==> config.mk <==
export PLATFORM = sky130hd
export DESIGN_NAME = seg_scan_ctrl
export DESIGN_NICKNAME = d
export VERILOG_FILES = /design/src/rtl/seg_scan_ctrl.sv
export SDC_FILE = /design/constraint.sdc
export NUM_CORES = 1
export LEC_CHECK = 0
export ABC_AREA = 1
export CORE_MARGIN = 4
export CORE_UTILIZATION = 41
export DETAILED_ROUTE_END_ITERATION = 10
export GPL_ROUTABILITY_DRIVEN = 0
export PLACE_DENSITY = 0.6
export SLEW_MARGIN = 20
export SYNTH_ARGS = -nofsm -noshare
export SYNTH_HDL_FRONTEND = slang
export SYNTH_SLANG_ARGS = --single-unit
export TNS_END_PERCENT = 5
==> constraint.sdc <==
create_clock -name clk -period 6.68 [get_ports clk]
set_input_delay 1.336 -clock clk [delete_from_list [all_inputs] [get_ports clk]]
set_output_delay 1.336 -clock clk [all_outputs]
set_load 0.005 [all_outputs]
==> src/rtl/seg_scan_ctrl.sv <==
// seg_scan_ctrl: scan controller for a 4-digit, 7-segment display.
// Drives one digit per ON slot, then blanks all digits for a GAP slot.
// Display content is double-buffered and applied only at the frame boundary.
// The frame boundary is the cycle in which frame_tick is high; the switch takes effect on the edge that ends it.
// Optional feature macro: SEG_SCAN_BLINK_EN (per-digit blink).
module seg_scan_ctrl #(
    parameter int unsigned REFRESH_DIV = 100000,
    parameter int unsigned GAP_CYCLES  = 1000,
    parameter int unsigned BLINK_DIV   = 250
) (
    input  logic        clk,
    input  logic        rst,
    input  logic        load,
    input  logic [15:0] digits_in,
    input  logic [3:0]  blank_in,
    input  logic [3:0]  blink_in,
    output logic [3:0]  an,
    output logic [6:0]  seg,
    output logic        upd_pending,
    output logic        frame_tick
);

    localparam int unsigned TMAX = (REFRESH_DIV > GAP_CYCLES) ? REFRESH_DIV : GAP_CYCLES;
    localparam int unsigned TW   = (TMAX < 2) ? 1 : $clog2(TMAX);
    localparam logic [TW-1:0] ON_LAST  = TW'(REFRESH_DIV - 1);
    localparam logic [TW-1:0] GAP_LAST = TW'((GAP_CYCLES == 0) ? 0 : GAP_CYCLES - 1);
    localparam logic [6:0] SEG_OFF = 7'h7F;

    typedef enum logic {
        ST_GAP = 1'b0,
        ST_ON  = 1'b1
    } state_t;

`ifdef SEG_SCAN_BLINK_EN
    localparam int unsigned BW = (BLINK_DIV < 2) ? 1 : $clog2(BLINK_DIV);
    localparam logic [BW-1:0] BLINK_LAST = BW'(BLINK_DIV - 1);

    typedef struct packed {
        logic [15:0] digits;
        logic [3:0]  blank;
        logic [3:0]  blink;
    } disp_t;
`else
    typedef struct packed {
        logic [15:0] digits;
        logic [3:0]  blank;
    } disp_t;

    // blink_in has no function when blinking is compiled out
    logic unused_blink;
    assign unused_blink = ^blink_in;
`endif

    state_t        state_q, state_d;
    logic [TW-1:0] timer_q, timer_d;
    logic [1:0]    idx_q, idx_d;
    logic          first_q, first_d;
    disp_t         pend_q, pend_d;
    disp_t         shadow_q, shadow_d;
    logic          upd_q, upd_d;
    logic          tick_q, tick_d;
    logic [3:0]    an_q, an_d;
    logic [6:0]    seg_q, seg_d;
`ifdef SEG_SCAN_BLINK_EN
    logic [BW-1:0] bcnt_q, bcnt_d;
    logic          bphase_q, bphase_d;
`endif

    // Hex digit to active-low {g,f,e,d,c,b,a}
    function automatic logic [6:0] hex_decode(input logic [3:0] d);
        logic [6:0] s;
        case (d)
            4'h0: s = 7'h40;
            4'h1: s = 7'h79;
            4'h2: s = 7'h24;
            4'h3: s = 7'h30;
            4'h4: s = 7'h19;
            4'h5: s = 7'h12;
            4'h6: s = 7'h02;
            4'h7: s = 7'h78;
            4'h8: s = 7'h00;
            4'h9: s = 7'h10;
            4'hA: s = 7'h08;
            4'hB: s = 7'h03;
            4'hC: s = 7'h46;
            4'hD: s = 7'h21;
            4'hE: s = 7'h06;
            default: s = 7'h0E;
        endcase
        return s;
    endfunction

    // True in the last cycle before the scan enters digit 0
    function automatic logic is_wrap(input state_t st, input logic [TW-1:0] t,
                                     input logic [1:0] ix, input logic first);
        logic w;
        if (st == ST_GAP) begin
            w = (t == GAP_LAST) && (first || (ix == 2'd3));
        end else begin
            w = (GAP_CYCLES == 0) && (t == ON_LAST) && (ix == 2'd3);
        end
        return w;
    endfunction

    // Next-state, buffering and registered-output computation
    always_comb begin
        disp_t      in_c;
        logic       boundary_c;
        logic       dark_c;
        logic [3:0] one_hot_c;

        state_d   = state_q;
        timer_d   = timer_q + TW'(1);
        idx_d     = idx_q;
        first_d   = first_q;
        pend_d    = pend_q;
        shadow_d  = shadow_q;
        upd_d     = upd_q;
        an_d      = 4'hF;
        seg_d     = SEG_OFF;
        dark_c    = 1'b0;
        one_hot_c = 4'b0001;
`ifdef SEG_SCAN_BLINK_EN
        bcnt_d    = bcnt_q;
        bphase_d  = bphase_q;
        in_c      = '{digits: digits_in, blank: blank_in, blink: blink_in};
`else
        in_c      = '{digits: digits_in, blank: blank_in};
`endif

        boundary_c = is_wrap(state_q, timer_q, idx_q, first_q);

        case (state_q)
            ST_ON: begin
                if (timer_q == ON_LAST) begin
                    timer_d = '0;
                    if (GAP_CYCLES == 0) begin
                        idx_d = idx_q + 2'd1;
                    end else begin
                        state_d = ST_GAP;
                    end
                end
            end
            default: begin
                if (timer_q == GAP_LAST) begin
                    timer_d = '0;
                    state_d = ST_ON;
                    idx_d   = first_q ? 2'd0 : (idx_q + 2'd1);
                    first_d = 1'b0;
                end
            end
        endcase

        if (load) begin
            pend_d = in_c;
        end
        if (boundary_c) begin
            shadow_d = load ? in_c : pend_q;
            upd_d    = 1'b0;
`ifdef SEG_SCAN_BLINK_EN
            if (bcnt_q == BLINK_LAST) begin
                bcnt_d   = '0;
                bphase_d = ~bphase_q;
            end else begin
                bcnt_d = bcnt_q + BW'(1);
            end
`endif
        end else if (load) begin
            upd_d = 1'b1;
        end

        tick_d = is_wrap(state_d, timer_d, idx_d, first_d);

        if (state_d == ST_ON) begin
            an_d   = ~(one_hot_c << idx_d);
            dark_c = shadow_d.blank[idx_d];
`ifdef SEG_SCAN_BLINK_EN
            dark_c = dark_c || (shadow_d.blink[idx_d] && bphase_d);
`endif
            if (!dark_c) begin
                seg_d = hex_decode(shadow_d.digits[{idx_d, 2'b00} +: 4]);
            end
        end
    end

    // State, buffers and outputs
    always_ff @(posedge clk or posedge rst) begin
        if (rst) begin
            state_q  <= ST_GAP;
            timer_q  <= '0;
            idx_q    <= 2'd0;
            first_q  <= 1'b1;
            pend_q   <= '0;
            shadow_q <= '0;
            upd_q    <= 1'b0;
            tick_q   <= 1'b0;
            an_q     <= 4'hF;
            seg_q    <= SEG_OFF;
`ifdef SEG_SCAN_BLINK_EN
            bcnt_q   <= '0;
            bphase_q <= 1'b0;
`endif
        end else begin
            state_q  <= state_d;
            timer_q  <= timer_d;
            idx_q    <= idx_d;
            first_q  <= first_d;
            pend_q   <= pend_d;
            shadow_q <= shadow_d;
            upd_q    <= upd_d;
            tick_q   <= tick_d;
            an_q     <= an_d;
            seg_q    <= seg_d;
`ifdef SEG_SCAN_BLINK_EN
            bcnt_q   <= bcnt_d;
            bphase_q <= bphase_d;
`endif
        end
    end

    assign an          = an_q;
    assign seg         = seg_q;
    assign upd_pending = upd_q;
    assign frame_tick  = tick_q;

endmodule
==> results.md, run 1 <==
- Vias in the first global route: 3,087
- Min-delay src: pend_q[1]$_DFF_PP0_
- Max VDD drop: approximately 110 uV
- Reg2reg setup slack: roughly 3.8 ns
- Reg2Reg Depth: 15
- Via count: roughly 3,100
- Gr usage total: between 10% and 20%
- Maxcap violations: 0
- Final count of hold timing violations: 0
- Per-cell routed wire length: 12.22 microns
- Std-Cell Rows: 35
- Routed wl met3: approximately 320 microns
- Routed met1 length: about 4 mm
- Cell Pwr Density: around 190 nW/um^2
- Min cycle time layout: about 4 ns
- Clock-pin slew on the worst setup and hold paths: around 0.09 ns
- Fill count: between 900 and 1,000
- Initial core utilization: ~42%
- Worst-Margin Slew: 0.9350 ns
- # diodes: 0
- Req. time, crit path: between 6 and 7 ns
- DR pass1 iterations: 6
- Final setup TNS: 0 ns
- Tightest Hold Check Type: flip-flop to flip-flop
- Synth area leaders: dfrtp_1 39%, nand2_1 11%, inv_1 8.0%, dfstp_2 8.0%, nand3_1 4.0%
- Hold buffer count at CTS: 0
- Detailed router's first-iteration violation count: about 110
- # nets final: 568
- FF-to-FF Start: timer_q[0]$_DFF_PP0_
- Crit-path max FO: 22
- Drt total wl: 8.150 mm
- Metal2 WL: roughly 3.6 mm
- Max H-tree Level: 3
- Layout cells sized above 1: between 10% and 20%
- F_max: roughly 250 MHz
- Critical path data arrival time: 4.32 ns
- Status: finished, final reports clean
- Synth async-reset ratio: between 90% and 100%
- Synth area leader: dfrtp_1
- Leakage: 2.296 nW
- I/O pin count: 40
- CTS tree: built
- HPWL after DPL: about 5.9 mm
- Die area: around 11,000 sq um
- Post-CTS Setup Inserts: 0
- Worst-case hold path end point: pend_q[1]$_DFF_PP0_
- Synthesized area: about 4000 sq um
- Synth Net Count: ~530
- Post-synth EDFFs: 0
- Area share of the leading cell type in the synthesized netlist: 39.14%
- Largest net degree at the start of global routing: 75
- Critical Path End Type: flip-flop
- Via density: around 4.6
- Mapped Cells: 494
- Crit path kind: input port to flip-flop
- Post-synth top cells: 120 x nand2_1, 85 x inv_1, 62 x dfrtp_1
- Rel. slew slack: between 30 and 40%
- Ys flop type: dfrtp_1
- RSZ-0062 raised after global routing: no
- Clk_lat worst skew: ~0.35 ns
- DRC: 0
- Num CTS Buffers: 9
- Core Area: 9328 sq um
- Initial antenna violation count: 0
- Yosys warnings: 0
- Reg2reg end: seg[3]$_DFF_PP1_
- Yosys cell types: 31
- Endpoints failing setup: 0
- Cell count of the worst hold path: 2
- Height of the die: roughly 110 microns
- Die width: approximately 110 microns
- Clock buffer depth: 2
- Syn Area/Cell: 8.024 sq um
- Post-cts sizing count: 0
- First-pass GRT wire length: approximately 14 mm
- Final period utilization: between 60 and 70%
- Clock Root Buffer: clkbuf_8
- Top Metal Used: met4
- Post-route ant nets: 0
- Clock Sinks: 74
- Pins over their slew limit: 0
- # port buffers: 35
- P&R area growth vs syn: 16.98%
- Seq/Total Area, Yosys: approximately 47%
- Yosys reg bits: 74
- Startpoint Class: input port
- Post-Route Skew: about 0.013 ns
- Top-count cell post-synth: nand2_1
- Hold slack: roughly 0.48 ns
- Total gr overflow: 0
[cells in the final DEF (no fill, tap or decap), types with 2 or more instances in the layout]
cell	instances
clkbuf_8	9
clkdlybuf4s50_1	35
dfrtp_1	62
dfstp_2	12
ha_1	8
inv_1	84
inv_2	6
inv_6	3
nand2_1	120
nand2_2	13
nand2_4	4
nand3_1	32
nand3_2	3
nand4_1	15
nor2_1	37
nor2_2	9
nor2_4	8
nor3_1	4
o21ai_0	23
o21ai_1	11
o21ai_2	2
or2_2	18
xor2_1	7
[through the flow]
| step | total power, W | cell area (sq um) | worst slack [ns] | std cells | util (%) |
|---|---|---|---|---|---|
| floorplan | 0.0004918 | 3964 | 3.482 | 494 | - |
| global placement | 0.0005124 | 4429 | 2.287 | 651 | 47.48 |
| detailed placement | 0.0005133 | 4429 | 2.212 | 651 | 47.48 |
| CTS | 0.0008881 | 4637 | 2.602 | 667 | 49.71 |
| global route | 0.0009135 | 4637 | 2.288 | 667 | 49.71 |
| finish | 0.0008733 | 4637 | 2.637 | 667 | 49.71 |
[worst max path at each step]
stage / from / to / slack, ns / depth (start not counted)
final: load / seg[3]$_DFF_PP1_ / 2.64 / 14
after floorplan: rst / frame_tick$_DFF_PP0_ / 3.48 / 1
after global placement: load / seg[3]$_DFF_PP1_ / 2.29 / 14
after detailed placement: load / seg[3]$_DFF_PP1_ / 2.21 / 14
after CTS: load / seg[3]$_DFF_PP1_ / 2.60 / 14
after global routing: load / seg[3]$_DFF_PP1_ / 2.29 / 14
[final cells by class]
type / instances / area [sq um] / share of cell area (%)
Sequential cell: 74 / 1867 / 40.26
Multi-Input combinational cell: 322 / 1705 / 36.78
Timing Repair Buffer: 36 / 357.8 / 7.717
Inverter: 90 / 337.8 / 7.285
Tap cell: 129 / 161.4 / 3.481
Clock buffer: 9 / 123.9 / 2.671
Clock inverter: 7 / 83.83 / 1.808
[power by group]
part            total, W  switching [W]  internal (W)
logic          0.0000422      0.0000233     0.0000189
registers       0.000461     0.00000234      0.000459
clock network   0.000370       0.000190      0.000180
total           0.000873       0.000216      0.000657
[per-layer routing]
layer / track usage [%] / vias to the layer above
met3: 3.704 / 12
met5: 0 / -
met1: 21.93 / 1427
li1: - / 1598
met4: 4.625 / 0
met2: 24.43 / 52
[kinds of logic after synthesis]
kind of cell / Yosys count / share of synthesized area, %
buffers and inverters: 98 / 9.880
adder cells (fa/ha/maj): 8 / 2.525
AO/OA/AOI/OAI: 39 / 5.303
XOR/XNOR: 7 / 1.547
AND/OR/NAND/NOR: 268 / 33.65
flip-flops: 74 / 47.10
[registers in the layout (all words and copies together), names as in the netlist]
| signal | count |
|---|---|
| upd_pending | 1 |
| pend_q | 20 |
| timer_q | 17 |
| frame_tick | 1 |
| shadow_q | 20 |
| seg | 7 |
| state_q | 1 |
| an | 4 |
| idx_q | 2 |
| first_q | 1 |
[critical path, stage by stage]
cell             delay (ns)
clkdlybuf4s50_1        0.94
inv_2                  0.28
or2_2                  0.34
o21ai_0                0.11
o21ai_1                0.14
nand2_1                0.08
nand2_1                0.06
nor2_2                 0.31
inv_2                  0.09
ha_1                   0.25
inv_1                  0.09
nand3_1                0.10
nand3_1                0.09
nand3_1                0.07
(Power assumes the default switching activity.)
==> run 2, diff against run 1 <==
--- a/config.mk
+++ b/config.mk
@@ -10,7 +10,7 @@
 export CORE_UTILIZATION = 41
 export DETAILED_ROUTE_END_ITERATION = 10
 export GPL_ROUTABILITY_DRIVEN = 0
-export PLACE_DENSITY = 0.6
+export PLACE_DENSITY = 0.62
 export SLEW_MARGIN = 20
 export SYNTH_ARGS = -nofsm -noshare
 export SYNTH_HDL_FRONTEND = slang
==> constraint.sdc (replaced) <==
create_clock -name clk -period 3.7 [get_ports clk]
set_input_delay 0.74 -clock clk [delete_from_list [all_inputs] [get_ports clk]]
set_output_delay 0.74 -clock clk [all_outputs]
set_load 0.005 [all_outputs]
==> run 2 against run 1 <==
First-iteration DRC count is 37% higher. Via count is 1.2% higher. Largest power group unchanged. Sequential cell count stayed put. Clock power is 70% higher. Register-to-register slack worse by 3.0 ns. Critical path type is now flip-flop to flip-flop. Total power is 76% higher. Highest routed layer unchanged. Global-route usage is 0.088 points higher. Hold slack worse by 0.0032 ns. Die area stayed put. Critical path depth is 1 higher.
==> results.md, run 2 (synthesis results as in run 1) <==
- Worst slack at placement: 0.5740 ns (was 2.212 ns)
- HPWL after DPL: 5.940 mm (was 5.896 mm)
- Largest net degree at the start of global routing: 40 (was 75)
- Num CTS Buffers: 9 (unchanged)
- Critical path's slowest cell: nand4_4 (was clkdlybuf4s50_1)
- Req. time, crit path: 3.98 ns (was 6.95 ns)
- Leakage: 2.303 nW (was 2.296 nW)
- CTS tree: built (unchanged)
- Via density: 4.680 (was 4.631)
- Min-delay src: pend_q[1]$_DFF_PP0_ (unchanged)
- Per-cell routed wire length: 12.23 microns (was 12.22 microns)
- Detailed router's first-iteration violation count: 149 (was 109)
- Crit-path max FO: 30 (was 22)
- Final Cell Area: 4643 sq um (was 4637 sq um)
- Post-CTS Setup Inserts: 0 (unchanged)
- Gr usage total: 15.84% (was 15.75%)
- Post-route ant nets: 0 (unchanged)
- Most frequent cells in the layout: 120 x nand2_1, 84 x inv_1, 62 x dfrtp_1 (unchanged)
- Clock-pin slew on the worst setup and hold paths: 0.08 ns (was 0.09 ns)
- First-pass GRT wire length: 14.26 mm (was 14.35 mm)
- Critical Path End Type: flip-flop (unchanged)
- Die area: 11,310 sq um (unchanged)
- Startpoint Class: flip-flop (was input port)
- Height of the die: 106.3 microns (unchanged)
- Post-Route Skew: 0.01028 ns (was 0.01270 ns)
- Post-cts sizing count: 0 (unchanged)
- Cell Pwr Density: 331.2 nW/um^2 (was 188.3 nW/um^2)
- RSZ-0062 raised after global routing: no (unchanged)
- Drt total wl: 8.170 mm (was 8.150 mm)
- Largest registers: pend_q (20), shadow_q (20), timer_q (17) (unchanged)
- DR pass1 iterations: 4 (was 6)
- Rel. slew slack: 48.16% (was 37.67%)
- I/O pin count: 40 (unchanged)
- # diodes: 0 (unchanged)
- Initial core utilization: 42.49% (unchanged)
- Final count of hold timing violations: 0 (unchanged)
- Max VDD drop: 225.9 uV (was 105.4 uV)
- Dpl cell area: 4449 sq um (was 4429 sq um)
- Core Area: 9328 sq um (unchanged)
- P&R area growth vs syn: 17.14% (was 16.98%)
- Tightest Hold Check Type: flip-flop to flip-flop (unchanged)
- DRC: 0 (unchanged)
- # nets final: 569 (was 568)
- Total gr overflow: 0 (unchanged)
- Crit path kind: flip-flop to flip-flop (was input port to flip-flop)
- Clock Sinks: 74 (unchanged)
- Critical-path cell list: ha_1 -> nand4_1 -> nor2_2 -> nand4_4 -> nand2_1 -> o21ai_1 -> nand2_1 -> nand2_1 -> nor2_2 -> inv_2 -> ha_1 -> inv_1 -> nand3_1 -> nand3_1 -> nand3_1 (was clkdlybuf4s50_1 -> inv_2 -> or2_2 -> o21ai_0 -> o21ai_1 -> nand2_1 -> nand2_1 -> nor2_2 -> inv_2 -> ha_1 -> inv_1 -> nand3_1 -> nand3_1 -> nand3_1)
- Worst-Margin Slew: 0.7765 ns (was 0.9350 ns)
- Clock buffer depth: 2 (unchanged)
- Cell Count, Final, Fillers Out: 668 (was 667)
- Layout cells sized above 1: 17.44% (was 17.47%)
- Endpoints failing setup: 0 (unchanged)
- Die width: 106.3 microns (unchanged)
- Pins over their slew limit: 0 (unchanged)
- Via count: 3,126 (was 3,089)
- Min cycle time layout: 2.876 ns
- Critical path data arrival time: 3.15 ns (was 4.32 ns)
- Hold slack: 0.4766 ns (was 0.4797 ns)
- Status: finished, final reports clean (unchanged)
- Std-Cell Rows: 35 (unchanged)
- Initial antenna violation count: 0 (unchanged)
- Vias in the first global route: 3,008 (was 3,087)
- Clock Root Buffer: clkbuf_8 (unchanged)
- FF-to-FF Start: timer_q[0]$_DFF_PP0_ (unchanged)
- Placed cell count: 652 (was 651)
- Critical Path Source: timer_q[0]$_DFF_PP0_ (was load)
- Maxcap violations: 0 (unchanged)
- Commonest non-fill, non-tap cell in the layout: nand2_1 (unchanged)
- # port buffers: 35 (unchanged)
- Max incr delay on CP: 0.40 ns (was 0.94 ns)
- Clk_lat worst skew: 0.36 ns (was 0.35 ns)
- Final period utilization: just under 80%
- Setup ws final: 0.8236 ns (was 2.637 ns)
- Final setup TNS: 0 ns (unchanged)
- F_max: about 350 MHz
- Hold buffer count at CTS: 0 (unchanged)
- Max H-tree Level: 3 (unchanged)
[run 2: path summary, 6_finish.rpt]
kind                       slack, ns                   end  depth (start not counted)
hold / removal                  0.48   pend_q[1]$_DFF_PP0_                          2
setup reg to reg                0.82      seg[3]$_DFF_PP1_                         15
setup / recovery                0.82      seg[3]$_DFF_PP1_                         15
min in group asynchronous       0.85  timer_q[6]$_DFF_PP0_                          2
max in group asynchronous       2.13       an[2]$_DFF_PP1_                          3
hold reg to reg                 0.48   pend_q[1]$_DFF_PP0_                          2
[run 2: routing by layer]
metal	vias up	routed length (microns)	GRT usage [%]
li1	1606	-	-
met4	0	97	4.348
met2	63	3825	24.98
met1	1447	3865	21.16
met5	-	0	0
met3	10	381	4.797
[run 2: area by class of cell]
type / instances / area [sq um]
multi-input cells: 322 / 1705
flip-flops and latches: 74 / 1867
fillers: 943 / 4684
well taps: 129 / 161.4
clock inverters: 6 / 66.31
clock buffers: 10 / 127.6
repair buffers: 37 / 377.9
inverters: 90 / 337.8
[run 2: power by group]
part / total, W / switching, W / internal (W)
logic: 0.0000779 / 0.0000417 / 0.0000362
clock network: 0.000628 / 0.000314 / 0.000314
registers: 0.000832 / 0.00000413 / 0.000828
[run 2: critical path: cells and delay by family, from the launching register on]
family | cells | cell delay (ns)
simple gates | 10 | 1.66
flops | 1 | 0.39
buf+inv | 2 | 0.19
fa+ha+maj | 2 | 0.45
compound gates | 1 | 0.09
[run 2: metrics by stage]
stage	utilization, %	power [W]
5_1_grt	49.78	0.001615
6_report	49.78	0.001538
3_5_place_dp	47.70	0.0009281
3_3_place_gp	47.70	0.0009258
2_1_floorplan	-	0.0008880
4_1_cts	49.78	0.001563
